## src/rtl/sdram_init_seq_pkg.sv

```systemverilog
// Shared SDRAM definitions: command encodings, init sequencer states and default mode register fields.
package sdram_init_seq_pkg;

    // Command encodings as {ras_n, cas_n, we_n}
    typedef enum logic [2:0] {
        CMD_LOAD_MODE    = 3'b000,
        CMD_AUTO_REFRESH = 3'b001,
        CMD_PRECHARGE    = 3'b010,
        CMD_ACTIVE       = 3'b011,
        CMD_WRITE        = 3'b100,
        CMD_READ         = 3'b101,
        CMD_BURST_TERM   = 3'b110,
        CMD_NOP          = 3'b111
    } sdram_cmd_e;

    typedef enum logic [3:0] {
        ST_WAIT_LOCK,
        ST_POWERUP,
        ST_PRECHARGE,
        ST_WAIT_RP,
        ST_REFRESH,
        ST_WAIT_RFC,
        ST_LOAD_MODE,
        ST_WAIT_MRD,
        ST_DONE
    } init_state_e;

    localparam int unsigned REF_CNT_W = 4;

    // Mode register: CAS latency 3, sequential bursts, burst length 1
    localparam logic [2:0]  MODE_CL          = 3'd3;
    localparam logic        MODE_BT          = 1'b0;
    localparam logic [2:0]  MODE_BL          = 3'b000;
    localparam logic [11:0] MODE_REG_DEFAULT = {5'b0_0000, MODE_CL, MODE_BT, MODE_BL};

endpackage

```

## src/rtl/sdram_lock_sync.sv

```systemverilog
// Two-flop synchroniser bringing the asynchronous PLL lock indication into the SDRAM clock domain.
module sdram_lock_sync (
    input  logic clk,
    input  logic rst_n,
    input  logic pll_locked,
    output logic lock_s
);

    logic meta;

    always_ff @(posedge clk or negedge rst_n) begin
        if (!rst_n) begin
            meta   <= 1'b0;
            lock_s <= 1'b0;
        end else begin
            meta   <= pll_locked;
            lock_s <= meta;
        end
    end

endmodule

```

## src/rtl/sdram_init_seq.sv

```systemverilog
// SDRAM power-up sequencer: waits for PLL lock, then issues NOP wait, PRECHARGE ALL,
// N x AUTO REFRESH and LOAD MODE before handing the bus to the controller.
module sdram_init_seq
    import sdram_init_seq_pkg::*;
#(
    parameter int unsigned POWERUP_CYCLES = 10000,
    parameter int unsigned T_RP_CYCLES    = 2,
    parameter int unsigned T_RFC_CYCLES   = 7,
    parameter int unsigned T_MRD_CYCLES   = 2,
    parameter int unsigned REFRESH_COUNT  = 2,
    parameter int unsigned ADDR_WIDTH     = 12,
    parameter logic [ADDR_WIDTH-1:0] MODE_REG = ADDR_WIDTH'(MODE_REG_DEFAULT)
) (
    input  logic                  clk,
    input  logic                  rst_n,
    input  logic                  pll_locked,
    input  logic                  cmd_ready,
    output logic                  cmd_valid,
    output logic [2:0]            cmd,
    output logic [ADDR_WIDTH-1:0] addr,
    output logic [1:0]            ba,
    output logic                  cke,
    output logic                  init_done
);

    localparam int unsigned TIMER_W = $clog2(POWERUP_CYCLES + 1);

    init_state_e            state, state_next;
    logic [TIMER_W-1:0]     timer, timer_next;
    logic [REF_CNT_W-1:0]   ref_cnt, ref_cnt_next;
    logic                   lock_s;
    logic                   accept;
    logic                   timer_zero;

    logic                   cke_next, cmd_valid_next, init_done_next;
    logic [2:0]             cmd_next;
    logic [ADDR_WIDTH-1:0]  addr_next;
    logic [1:0]             ba_next;

    sdram_lock_sync u_lock_sync (
        .clk        (clk),
        .rst_n      (rst_n),
        .pll_locked (pll_locked),
        .lock_s     (lock_s)
    );

    assign accept     = cmd_valid & cmd_ready;
    assign timer_zero = (timer == '0);

    // State, shared timer, refresh counter and output registers
    always_ff @(posedge clk or negedge rst_n) begin
        if (!rst_n) begin
            state     <= ST_WAIT_LOCK;
            timer     <= '0;
            ref_cnt   <= '0;
            cke       <= 1'b0;
            cmd_valid <= 1'b0;
            cmd       <= CMD_NOP;
            addr      <= '0;
            ba        <= '0;
            init_done <= 1'b0;
        end else begin
            state     <= state_next;
            timer     <= timer_next;
            ref_cnt   <= ref_cnt_next;
            cke       <= cke_next;
            cmd_valid <= cmd_valid_next;
            cmd       <= cmd_next;
            addr      <= addr_next;
            ba        <= ba_next;
            init_done <= init_done_next;
        end
    end

    // Next state; lock loss overrides everything, including a same-cycle accept
    always_comb begin
        state_next   = state;
        timer_next   = timer;
        ref_cnt_next = ref_cnt;
        if (!lock_s) begin
            state_next   = ST_WAIT_LOCK;
            timer_next   = '0;
            ref_cnt_next = '0;
        end else begin
            case (state)
                ST_WAIT_LOCK: begin
                    state_next = ST_POWERUP;
                    timer_next = TIMER_W'(POWERUP_CYCLES - 1);
                end
                ST_POWERUP: begin
                    if (timer_zero) state_next = ST_PRECHARGE;
                    else            timer_next = timer - TIMER_W'(1);
                end
                ST_PRECHARGE: begin
                    if (accept) begin
                        state_next = ST_WAIT_RP;
                        timer_next = TIMER_W'(T_RP_CYCLES - 1);
                    end
                end
                ST_WAIT_RP: begin
                    if (timer_zero) begin
                        state_next   = ST_REFRESH;
                        ref_cnt_next = '0;
                    end else begin
                        timer_next = timer - TIMER_W'(1);
                    end
                end
                ST_REFRESH: begin
                    if (accept) begin
                        state_next   = ST_WAIT_RFC;
                        timer_next   = TIMER_W'(T_RFC_CYCLES - 1);
                        ref_cnt_next = ref_cnt + REF_CNT_W'(1);
                    end
                end
                ST_WAIT_RFC: begin
                    if (timer_zero) begin
                        state_next = (ref_cnt < REF_CNT_W'(REFRESH_COUNT)) ? ST_REFRESH : ST_LOAD_MODE;
                    end else begin
                        timer_next = timer - TIMER_W'(1);
                    end
                end
                ST_LOAD_MODE: begin
                    if (accept) begin
                        state_next = ST_WAIT_MRD;
                        timer_next = TIMER_W'(T_MRD_CYCLES - 1);
                    end
                end
                ST_WAIT_MRD: begin
                    if (timer_zero) state_next = ST_DONE;
                    else            timer_next = timer - TIMER_W'(1);
                end
                ST_DONE: state_next = ST_DONE;
                default: state_next = ST_WAIT_LOCK;
            endcase
        end
    end

    // Outputs decoded from the next state so the registered values line up with the state
    always_comb begin
        cke_next       = 1'b0;
        cmd_valid_next = 1'b0;
        cmd_next       = CMD_NOP;
        addr_next      = '0;
        ba_next        = '0;
        init_done_next = 1'b0;
        case (state_next)
            ST_WAIT_LOCK: cke_next = 1'b0;
            ST_PRECHARGE: begin
                cke_next       = 1'b1;
                cmd_valid_next = 1'b1;
                cmd_next       = CMD_PRECHARGE;
                addr_next[10]  = 1'b1;
            end
            ST_REFRESH: begin
                cke_next       = 1'b1;
                cmd_valid_next = 1'b1;
                cmd_next       = CMD_AUTO_REFRESH;
            end
            ST_LOAD_MODE: begin
                cke_next       = 1'b1;
                cmd_valid_next = 1'b1;
                cmd_next       = CMD_LOAD_MODE;
                addr_next      = MODE_REG;
            end
            ST_DONE: begin
                cke_next       = 1'b1;
                init_done_next = 1'b1;
            end
            default: cke_next = 1'b1;
        endcase
    end

endmodule

```

## config.mk

```make
export PLATFORM = sky130hd
export DESIGN_NAME = sdram_init_seq
export DESIGN_NICKNAME = d
export VERILOG_FILES = /design/src/rtl/sdram_init_seq_pkg.sv /design/src/rtl/sdram_lock_sync.sv /design/src/rtl/sdram_init_seq.sv
export SDC_FILE = /design/constraint.sdc
export NUM_CORES = 1
export LEC_CHECK = 0
export ABC_AREA = 1
export BUFFER_PORTS_ARGS = -buffer_cell sky130_fd_sc_hd__clkbuf_2
export CORE_MARGIN = 8
export CORE_UTILIZATION = 46
export DETAILED_ROUTE_END_ITERATION = 6
export PLACE_DENSITY = 0.66
export SETUP_SLACK_MARGIN = 0.05
export SYNTH_ARGS = -nofsm -noshare
export SYNTH_HDL_FRONTEND = slang
export SYNTH_HIERARCHICAL = 1
export SYNTH_SLANG_ARGS = --single-unit
```

## constraint.sdc

```tcl
create_clock -name clk -period 3.13 [get_ports clk]
set_input_delay 0.4695 -clock clk [delete_from_list [all_inputs] [get_ports clk]]
set_output_delay 0.4695 -clock clk [all_outputs]
set_load 0.01 [all_outputs]
```

==> results of run 1 <==
## layer usage
layer / wire [um] / share of wire [%]
met3: 248 / 6.7
met4: 88 / 2.4
met1: 1730 / 47
met5: 0 / 0
met2: 1610 / 44
## final timing paths
| kind | endpoint | slack [ps] | cells after the start |
|---|---|---|---|
| setup / recovery | timer[12]$_DFFE_PN0P_ | 1300 | 9 |
| hold / removal | ref_cnt[1]$_DFFE_PN0P_ | 240 | 1 |
| setup reg to reg | timer[12]$_DFFE_PN0P_ | 1300 | 9 |
| hold reg to reg | u_lock_sync/lock_s$_DFF_PN0_ | 350 | 0 |
| max in group asynchronous | timer[10]$_DFFE_PN0P_ | 2420 | 1 |
| min in group clk | u_lock_sync/meta$_DFF_PN0_ | 290 | 1 |
## registers in the layout, indices dropped and copies added (netlist names)
name / count
ref_cnt: 4
cmd: 3
timer: 14
init_done: 1
cmd_valid: 1
u_lock_sync/lock_s: 1
state: 4
cke: 1
u_lock_sync/meta: 1
addr: 2
## per-stage QoR
stage	hold WS (ps)	power (uW)	utilization, %
global placement	333	681	48.3
global route	272	1130	51.0
finish	238	1060	51.0
detailed placement	336	683	48.3
CTS	267	1070	51.0
floorplan	174	647	-
## worst reg2reg max path: cells and delay by family (launching register included)
| kind | cells | cell delay [ps] |
|---|---|---|
| fa+ha+maj | 1 | 210 |
| flops | 1 | 390 |
| buf+inv | 2 | 290 |
| compound gates | 1 | 90 |
| simple gates | 5 | 750 |
## final cells by class
| type | instances | area (um^2) | share of cell area, % |
|---|---|---|---|
| multi-input cells | 173 | 865 | 43.0 |
| flip-flops and latches | 32 | 805 | 40.0 |
| inverters | 30 | 113 | 5.60 |
| clock buffers | 6 | 72.6 | 3.61 |
| well taps | 50 | 62.6 | 3.11 |
| repair buffers | 12 | 60.1 | 2.99 |
| clock inverters | 2 | 35.0 | 1.74 |
## cell usage in the layout (no fill, tap or decap), drive strengths merged, types with 2 or more instances in the layout
cell type and n:
nand2 63, nand3 17, ha 2, nor3 2, conb 11, nand4 4
clkbuf 18, nor2 39, dfstp 3, dfrtp 29, o21ai 22, xor2 5
inv 30, a21oi 3
## cells by family (layout without fill, tap and decap cells)
kind of cell,Yosys count,after routing,share of synthesized area (%)
flip-flops,32,32,43.2
AO/OA/AOI/OAI,29,29,10.9
buffers and inverters,45,50,12.4
adder cells (fa/ha/maj),2,2,1.34
XOR/XNOR,6,6,2.82
other,1,11,0.201
AND/OR/NAND/NOR,125,125,29.2
## power by group through the flow
stage               sequential [uW]  combinational (uW)  clock, uW
global placement                471                 209          0
detailed placement              471                 211          0
finish                          465                 212        384
CTS                             464                 213        394
global route                    467                 245        415
floorplan                       464                 183          0
==> summary.txt, run 1 <==
Outcome
  – Outcome: complete, no violations

Floorplan
  – Starting density of the core: 47.2%
  – DIE WIDTH: 79.6 um
  – Ports: 24
  – Core box area: 3940 um^2
  – DIE HEIGHT: 79.6 um
  – Row count: 23
  – Die area: 6340 um^2

Placement
  – Placed cells: 297
  – HPWL Detailed: 2.73 mm
  – Placed Area: 1900 um^2
  – Dpl ws: 1310 ps
  – RePlAce Congestion: 0.858
  – Number of port buffers: 12

Synthesis
  – Post-synthesis sequential area ratio: 43.2%
  – Synth cell types: 30
  – Most frequent cells after synthesis: 60 x nand2_1, 34 x nor2_1, 29 x dfrtp_1
  – Async SR Flop Fraction: 100%
  – Post-synth top area share: 39.0%
  – Synth warnings: 6
  – Cell count after synthesis: 240
  – Post-synth EDFFs: 0
  – Synthesized cell area: 1860 um^2
  – Avg Inst Size Synth: 7.76 um^2
  – Top cell type by total area after synthesis: dfrtp_1
  – #FFs+latches synth: 32
  – Top cells by area, synth: dfrtp_1 39%, nand2_1 12%, nor2_1 6.9%
  – Main synth FF type: dfrtp_1
  – Most common cell in the netlist: nand2_1

GRT
  – Met3 usage in global routing: 4.17%
  – Total grt overflow: 0
  – Initial antenna violation count: 0
  – Vias in the first global route: 1346
  – Met1 Usage GRT: 15.9%
  – Busiest grt layer: met2
  – First-pass GRT wire length: 6.22 mm
  – Global-route met2 utilization: 18.7%
  – GRT Total Usage: 12.5%
  – Largest net degree at the start of global routing: 33

Routing
  – Via density: 4.93
  – Vias: 1504
  – TritonRoute pass-1 iters: 4
  – Final wirelength: 3.68 mm
  – Iter 0 DRT Violations: 81
  – DRC errors left: 0
  – Avg WL per Cell: 12.1 um
  – Post-DRT Antenna Nets: 0

Pwr
  – Power density cells: 527 nW/um^2
  – Leak: 0.00107 uW
  – Peak VDD IR: 0.000268 V
  – Psw: 320 uW
  – Comb power frac: 20.0%
  – Sw Share: 30.2%
  – Pint: 741 uW
  – Part of the power in the clock network: 36.2%
  – Sequential fraction of design power: 43.8%

Clock tree
  – CTS Sinks: 32
  – H-tree depth: 2
  – Clock-pin slew on the worst setup and hold paths: 60 ps
  – CTS tree: done
  – # resized after CTS: 0
  – Clock Tree Buf Depth: 2
  – Postcts setup bufs: 0
  – Worst-Skew Late Latency: 290 ps
  – Hold bufs inserted after CTS: 0
  – Root Driver: clkbuf_8
  – CTS buffer count: 5

Timing
  – Final Hold Fails: 0
  – Tightest Pin Transition: 742 ps
  – Slew Viols, Final: 0
  – Final setup viols: 0
  – Final worst clock skew: 6.85 ps
  – Setup TNS: 0 ps
  – Final period util: 58.5%
  – Setup ws final: 1300 ps
  – Final worst path period need: 1830 ps
  – Fmax: 0.546 GHz
  – RSZ-0062 raised after global routing: no
  – Slew headroom: 50.6%

Worst setup path
  – CP cell instances: inv_1, ha_1, nand3_2, nor2_4, nand3_1, nand2_2, nand2_4, inv_2, o21ai_0
  – Setup crit start: timer[0]$_DFFE_PN0P_
  – CP required: 3300 ps
  – Endpoint type of the worst setup path: flop
  – Critical-path maximum fanout: 13
  – Worst path slowest cell: dfrtp_1
  – Arrival @ worst endpoint: 2000 ps
  – Top delay family on crit path: simple AND/OR/NAND/NOR gates
  – CP Buf/Inv Count: 2
  – Critical Path Max Stage Delay: 390 ps
  – Critical path type: flop to flop
  – CP startpoint kind: flop
  – Critical R2R Launch: timer[0]$_DFFE_PN0P_

Final layout
  – Area Overhead vs Synth: 8.06%
  – Layout cells sized above 1: 18.0%
  – Final #Nets: 260
  – Fin cells: 305
  – Antenna Cells: 0
  – Fin area: 2010 um^2
  – FILL cells: 395

Min path
  – Worst min-delay path category: primary input to asynchronous set/reset pin

Job
  – # Max-Cap Violations: 0
No activity file was read; power rests on OpenSTA's default activity.
==> inputs of run 2 (changes only) <==
--- a/config.mk
+++ b/config.mk
@@ -5,12 +5,12 @@
 export SDC_FILE = /design/constraint.sdc
 export NUM_CORES = 1
 export LEC_CHECK = 0
-export ABC_AREA = 1
+export ABC_AREA = 0
 export BUFFER_PORTS_ARGS = -buffer_cell sky130_fd_sc_hd__clkbuf_2
 export CORE_MARGIN = 8
 export CORE_UTILIZATION = 46
 export DETAILED_ROUTE_END_ITERATION = 6
-export PLACE_DENSITY = 0.66
+export PLACE_DENSITY = 0.69
 export SETUP_SLACK_MARGIN = 0.05
 export SYNTH_ARGS = -nofsm -noshare
 export SYNTH_HDL_FRONTEND = slang
==> constraint.sdc (replaced) <==
create_clock -name clk -period 1.65 [get_ports clk]
set_input_delay 0.2475 -clock clk [delete_from_list [all_inputs] [get_ports clk]]
set_output_delay 0.2475 -clock clk [all_outputs]
set_load 0.01 [all_outputs]
==> run 2 against run 1 <==
Worst setup slack got worse by 1600 ps. Design area grew 18%. Critical endpoint is now timer[11]$_DFFE_PN0P_. Highest routed layer unchanged. Clock power is 70% higher. The run now ends with setup timing left. Sequential cell count stayed put. First-iteration DRC count is 27% higher. Sequential power rose by 87%. Power up 90%. Routed wire length grew 17%. Fmax fell by 5.6%. Non-clock buffer count grew 40. Critical path depth decreased by 3. Synthesized cell count decreased by 23%.
==> summary.txt, run 2 <==
Pwr
  – Leak: 0.00107 uW (-0.26%)
  – Peak VDD IR: 0.000685 V (+160%)
  – Power density cells: 850 nW/um^2 (+61%)

Synthesis
  – Synth Area in Compound Gates: 12.6% (+1.7 points)
  – Largest family of logic cells by synthesized area: simple AND/OR/NAND/NOR gates
  – #FFs+latches synth: 32 (unchanged)
  – Synth warnings: 6 (unchanged)
  – Post-synth top area share: 40.6% (+1.6 points)
  – Cell count after synthesis: 185 (-23%)
  – Post-synthesis xor/xnor area fraction: 4.90% (+2.1 points)
  – Main synth FF type: dfrtp_1
  – Post-synth EDFFs: 0 (unchanged)
  – Top cell type by total area after synthesis: dfrtp_1
  – Async SR Flop Fraction: 100% (unchanged)
  – Synthesized cell area: 1790 um^2 (-4.0%)
  – Most common cell in the netlist: dfrtp_1
  – Top cells by area, synth: dfrtp_1 41%, buf_4 5.5%, dfstp_2 4.4%
  – Synth Area in Simple Gates: 24.9% (-4.2 points)
  – Most frequent cells after synthesis: 29 x dfrtp_1, 18 x nor2_1, 15 x nand2_1
  – Avg Inst Size Synth: 9.66 um^2 (+24%)
  – Post-synthesis sequential area ratio: 45.0% (+1.8 points)
  – Synth cell types: 51 (+70%)
  – Synth Area in Adders: 1.40% (+0.056 points)
  – Multiplexer area fraction after synthesis: 0.560% (+0.56 points)

Floorplan
  – Starting density of the core: 48.4% (+1.2 points)
  – Core box area: 3690 um^2 (-6.4%)
  – Ports: 24 (unchanged)
  – Die area: 6130 um^2 (-3.2%)
  – Row count: 22 (-4.3%)
  – DIE WIDTH: 78.3 um (-1.6%)
  – DIE HEIGHT: 78.3 um (-1.6%)

GRT
  – Largest net degree at the start of global routing: 22 (-33%)
  – Total grt overflow: 0 (unchanged)
  – First-pass GRT wire length: 6.87 mm (+10%)
  – Vias in the first global route: 1534 (+14%)
  – GRT Total Usage: 13.8% (+1.2 points)
  – Initial antenna violation count: 0 (unchanged)

Timing
  – Final period util: 118% (+59 points)
  – Final worst path period need: 1940 ps (+109 ps)
  – Final Hold Fails: 0 (unchanged)
  – Final worst clock skew: 6.69 ps (-0.163 ps)
  – Setup ws final: -291 ps (-1590 ps)
  – Tightest Pin Transition: 506 ps (-235 ps)
  – Fmax: 0.515 GHz (-5.6%)
  – Hold slack: 72.7 ps (-165 ps)
  – Slew Viols, Final: 0 (unchanged)
  – Final setup viols: 24 (+24)
  – RSZ-0062 raised after global routing: yes
  – Slew headroom: 65.9% (+15 points)

Worst setup path
  – FF-to-FF path depth: 6 (-3)
  – Arrival @ worst endpoint: 2110 ps (+110 ps)
  – Setup crit start: timer[0]$_DFFE_PN0P_
  – Critical R2R Launch: timer[0]$_DFFE_PN0P_
  – Critical-path maximum fanout: 5 (-8)
  – Critical path type: flop to flop
  – Critical Path Max Stage Delay: 550 ps (+160 ps)
  – Top delay family on crit path: simple AND/OR/NAND/NOR gates
  – CP startpoint kind: flop
  – Endpoint type of the worst setup path: flop
  – CP Depth: 6 (-3)
  – CP cell instances: buf_6, or4_4, or3_4, nor4_4, xnor2_1, nor2_1
  – CP required: 1820 ps (-1480 ps)
  – CP Buf/Inv Count: 1 (-1)
  – Worst path slowest cell: or4_4

Final layout
  – Antenna Cells: 0 (unchanged)
  – Biggest regs: timer x14, ref_cnt x4, state x4
  – Commonest cells after routing, fill and taps aside: 36 x buf_4, 29 x dfrtp_1, 16 x nor2_1
  – Area Overhead vs Synth: 33.1%
  – Top reg by flops: timer
  – Core Util, Final: 64.5% (+13 points)
  – Layout cells sized above 1: 42.7% (+25 points)
  – FILL cells: 303 (-23%)
  – Max FFs per register: 14 (unchanged)
  – Final #Nets: 239 (-8.1%)
  – Most common cell after layout, fill and taps aside: buf_4

Clock tree
  – H-tree depth: 2 (unchanged)
  – CTS Sinks: 32 (unchanged)
  – CTS tree: done
  – CTS buffer count: 5 (unchanged)
  – Worst-Skew Late Latency: 280 ps (about the same)
  – Clock-pin slew on the worst setup and hold paths: 70 ps (about the same)
  – Root Driver: clkbuf_8
  – Clock Tree Buf Depth: 2 (unchanged)

Routing
  – Iter 0 DRT Violations: 103 (+27%)
  – Post-DRT Antenna Nets: 0 (unchanged)
  – Final wirelength: 4.29 mm (+17%)
  – Vias: 1507 (+0.20%)
  – DRC errors left: 0 (unchanged)
  – TritonRoute pass-1 iters: 4 (unchanged)
  – Via density: 5.34 (+8.4%)
  – Avg WL per Cell: 15.2 um (+26%)

Min path
  – Min-delay src: pll_locked
  – Hold depth: 1
  – Worst min-delay path category: primary input to flop

Placement
  – HPWL Detailed: 3.15 mm (+15%)
  – RePlAce Congestion: 0.881 (+2.7%)
  – Number of port buffers: 12 (unchanged)

Outcome
  – Outcome: finished with violations
  – Failing checks: setup timing

Job
  – # Max-Cap Violations: 0 (unchanged)
-- run 2: worst register-to-register path: cells and delay by family, from the launching register on --
kind	cells	cell delay (ps)
AND/OR/NAND/NOR	4	1160
flip-flops	1	400
XOR/XNOR	1	150
buffers and inverters	1	120
-- run 2: area by class of cell --
class | instances | area, um^2 | share of cell area (%)
multi-input cells | 133 | 993 | 41.8
flip-flops and latches | 32 | 805 | 33.8
repair buffers | 52 | 383 | 16.1
clock buffers | 8 | 100 | 4.21
well taps | 48 | 60.1 | 2.53
inverters | 9 | 36.3 | 1.53
-- run 2: stage by stage --
step                TNS [ps]  area, um^2  power, uW  cells  setup slack, ps
floorplan              -2290        1870       1140    195             -276
global placement       -3290        2110       1270    269             -242
detailed placement     -4230        2110       1290    269             -295
CTS                    -3320        2300       1980    280             -273
global route           -5340        2380       2110    282             -347
finish                 -3050        2380       2020    282             -291
-- run 2: path summary, 6_finish.rpt --
| path | end | slack (ps) |
|---|---|---|
| setup reg to reg | timer[11]$_DFFE_PN0P_ | -290 |
| hold / removal | u_lock_sync/meta$_DFF_PN0_ | 70 |
| setup / recovery | timer[11]$_DFFE_PN0P_ | -290 |
| hold reg to reg | u_lock_sync/lock_s$_DFF_PN0_ | 350 |
| max in group asynchronous | timer[1]$_DFFE_PN0P_ | 680 |
| min in group asynchronous | addr[5]$_DFF_PN0_ | 470 |
-- run 2: kinds of logic after synthesis --
logic type	count (synthesis)
simple gates	73
compound gates	36
flops	32
buf+inv	30
xor+xnor	10
fa+ha+maj	2
other cells	1
mux	1
-- run 2: per-layer routing --
layer | vias up | global-route usage, % | part of all wire (%)
li1 | 720 | - | -
met1 | 758 | 14.6 | 41
met2 | 27 | 24.9 | 54
met3 | 2 | 5.01 | 4.1
met4 | 0 | 4.07 | 0.44
met5 | - | 0 | 0
-- run 2: where the power goes --
| group | internal, uW | total [uW] | switching (uW) |
|---|---|---|---|
| clock network | 380 | 653 | 273 |
| logic | 241 | 496 | 255 |
| registers | 826 | 871 | 45.4 |
| total | 1450 | 2020 | 573 |
-- run 2: what timing repair did --
action                                  in CTS  in global routing
endpoints found under the setup margin      29                 29
hold buffers                                 1                  0
setup buffers                                2                  3
pin swaps                                    6                 16
endpoints found under the hold margin       16                  0
gates resized for setup                     12                 22
==> inputs of run 3 (changes only) <==
--- a/config.mk
+++ b/config.mk
@@ -9,6 +9,7 @@
 export BUFFER_PORTS_ARGS = -buffer_cell sky130_fd_sc_hd__clkbuf_2
 export CORE_MARGIN = 8
 export CORE_UTILIZATION = 46
+export CTS_BUF_LIST = sky130_fd_sc_hd__clkbuf_4
 export DETAILED_ROUTE_END_ITERATION = 6
 export PLACE_DENSITY = 0.69
 export SETUP_SLACK_MARGIN = 0.05
==> run 3 against run 2 <==
Cell count increased by 1.4%. Power decreased by 10%. Via count increased by 1.0%. Design area increased by 1.7%. Core utilization increased by 1.1 points. Clock power decreased by 35%. Critical path type unchanged. The run still ends with setup timing left.
==> summary.txt, run 3 (same netlist as run 2, synthesis figures left out) <==
Clock tree
  – CTS Sinks: 32 (unchanged)
  – H-tree depth: 2 (unchanged)
  – Clock Tree Buf Depth: 2 (unchanged)
  – Worst-Skew Late Latency: 330 ps (+50 ps)
  – Root Driver: clkbuf_4
  – CTS tree: done
  – CTS buffer count: 5 (unchanged)
  – Clock-pin slew on the worst setup and hold paths: 90 ps (+20 ps)

Timing
  – Final period util: 118% (+0.32 points)
  – Final setup viols: 28 (+17%)
  – Slew Viols, Final: 0 (unchanged)
  – Final worst path period need: 1950 ps (+5.24 ps)
  – Fmax: 0.514 GHz (-0.27%)
  – Final Hold Fails: 0 (unchanged)
  – Hold slack: 20.3 ps (-52.4 ps)
  – Slew headroom: 65.9% (about the same)
  – Final worst clock skew: 10.5 ps (+3.77 ps)
  – Setup ws final: -296 ps (-5.24 ps)
  – Tightest Pin Transition: 506 ps (-0.429 ps)
  – RSZ-0062 raised after global routing: yes
  – Setup TNS: -4870 ps (-1820 ps)

Pwr
  – Part of the power in the clock network: 23.3% (-9.0 points)
  – Total power: 1820 uW (-10%)
  – Psw: 561 uW (-2.0%)
  – Power density cells: 751 nW/um^2 (-12%)
  – Pint: 1250 uW (-13%)
  – Sw Share: 30.9% (+2.6 points)
  – Comb power frac: 29.0% (+4.5 points)
  – Peak VDD IR: 0.000594 V (-13%)
  – Sequential fraction of design power: 47.7% (+4.6 points)
  – Leak: 0.00109 uW (+1.6%)

Min path
  – Worst min-delay path category: primary input to flop

GRT
  – Initial antenna violation count: 0 (unchanged)
  – Vias in the first global route: 1525 (-0.59%)
  – Largest net degree at the start of global routing: 22 (unchanged)
  – GRT Total Usage: 14.0% (+0.21 points)
  – Total grt overflow: 0 (unchanged)
  – First-pass GRT wire length: 6.96 mm (+1.3%)

Outcome
  – Failing checks: setup timing
  – Outcome: finished with violations

Floorplan
  – Row count: 22 (unchanged)
  – Core box area: 3690 um^2 (unchanged)
  – DIE HEIGHT: 78.3 um (unchanged)
  – Ports: 24 (unchanged)
  – Die area: 6130 um^2 (unchanged)
  – DIE WIDTH: 78.3 um (unchanged)
  – Starting density of the core: 48.4% (unchanged)

Final layout
  – Biggest regs: timer x14, ref_cnt x4, state x4
  – Final #Nets: 243 (+1.7%)
  – Antenna Cells: 0 (unchanged)
  – Layout cells sized above 1: 45.4% (+2.6 points)
  – Multi-input logic area: 1020 um^2 (+2.8%)
  – Commonest cells after routing, fill and taps aside: 35 x buf_4, 29 x dfrtp_1, 14 x nor2_1
  – Core Util, Final: 65.5% (+1.1 points)
  – Max FFs per register: 14 (unchanged)
  – FILL cells: 303 (unchanged)
  – Area Overhead vs Synth: 35.3%
  – FF/Latch Area: 805 um^2 (unchanged)
  – Fin cells: 286 (+1.4%)
  – Most common cell after layout, fill and taps aside: buf_4
  – Top reg by flops: timer

Worst setup path
  – Endpoint type of the worst setup path: flop
  – CP startpoint kind: flop
  – Arrival @ worst endpoint: 2200 ps (+90 ps)
  – CP cell instances: inv_1, ha_4, nor4b_4, and4_4, a31oi_1, or3_4, o32a_1
  – CP required: 1910 ps (+90 ps)
  – Critical-path maximum fanout: 5 (unchanged)
  – Worst path slowest cell: or3_4
  – Critical path type: flop to flop
  – Critical Path Max Stage Delay: 440 ps (-110 ps)

Routing
  – TritonRoute pass-1 iters: 4 (unchanged)
  – Via density: 5.32 (-0.42%)
  – Vias: 1522 (+1.0%)
  – DRC errors left: 0 (unchanged)
  – Final wirelength: 4.52 mm (+5.2%)
  – Iter 0 DRT Violations: 80 (-22%)
  – Avg WL per Cell: 15.8 um (+3.7%)
  – Post-DRT Antenna Nets: 0 (unchanged)

Placement
  – Placed cells: 269 (unchanged)
  – RePlAce Congestion: 0.881 (unchanged)
  – Number of port buffers: 12 (unchanged)
  – HPWL Detailed: 3.15 mm (unchanged)

Job
  – # Max-Cap Violations: 0 (unchanged)
[run 3: power by group through the flow]
| stage | Sequential, uW | Combinational (uW) | Clock [uW] |
|---|---|---|---|
| after detailed placement | 879 | 410 | 0 |
| after CTS | 865 | 444 | 440 |
| after global routing | 873 | 567 | 475 |
| after global placement | 876 | 398 | 0 |
| final | 867 | 527 | 422 |
| after floorplan | 879 | 260 | 0 |
[run 3: timing repair]
| action | in CTS | in global routing |
|---|---|---|
| buffers inserted | 2 | 7 |
| pin swaps | 6 | 17 |
| endpoints found under the hold margin | 16 | 0 |
| gates resized for setup | 12 | 36 |
| cloned | 0 | 0 |
| endpoints found under the setup margin | 29 | 29 |
| hold buffers | 1 | 0 |
[run 3: layout make-up]
type | instances | share of cell area, %
Timing Repair Buffer | 56 | 18.2
Inverter | 9 | 1.60
Multi-Input combinational cell | 133 | 42.2
Clock inverter | 2 | 0.311
Clock buffer | 6 | 1.86
Sequential cell | 32 | 33.3
Tap cell | 48 | 2.48
[run 3: through the flow]
stage	setup WS, ps	cell area, um^2
final	-296	2420
after global placement	-242	2110
after global routing	-390	2420
after CTS	-278	2250
after detailed placement	-295	2110
after floorplan	-276	1870
[run 3: final timing paths]
| check | from | end | slack (ps) | cells after the start |
|---|---|---|---|---|
| max | timer[1]$_DFFE_PN0P_ | cmd[2]$_DFF_PN1_ | -300 | 7 |
| min | pll_locked | u_lock_sync/meta$_DFF_PN0_ | 20 | 1 |
| max reg2reg | timer[1]$_DFFE_PN0P_ | cmd[2]$_DFF_PN1_ | -300 | 7 |
| min reg2reg | u_lock_sync/meta$_DFF_PN0_ | u_lock_sync/lock_s$_DFF_PN0_ | 360 | 0 |
| max in group asynchronous | rst_n | timer[1]$_DFFE_PN0P_ | 730 | 3 |
| min in group asynchronous | rst_n | addr[5]$_DFF_PN0_ | 410 | 2 |
[run 3: worst max-delay path, delay by kind of cell, from the launching register on]
family | cells | cell delay [ps]
buf+inv | 1 | 110
fa+ha+maj | 1 | 150
flops | 1 | 390
simple gates | 3 | 960
compound gates | 2 | 290
[run 3: per-layer routing]
layer	track usage [%]	vias to the layer above	wire length, um
met2	25.2	23	2440
met3	4.67	10	160
met5	0	-	0
li1	-	732	-
met4	4.44	0	80
met1	15.0	757	1830
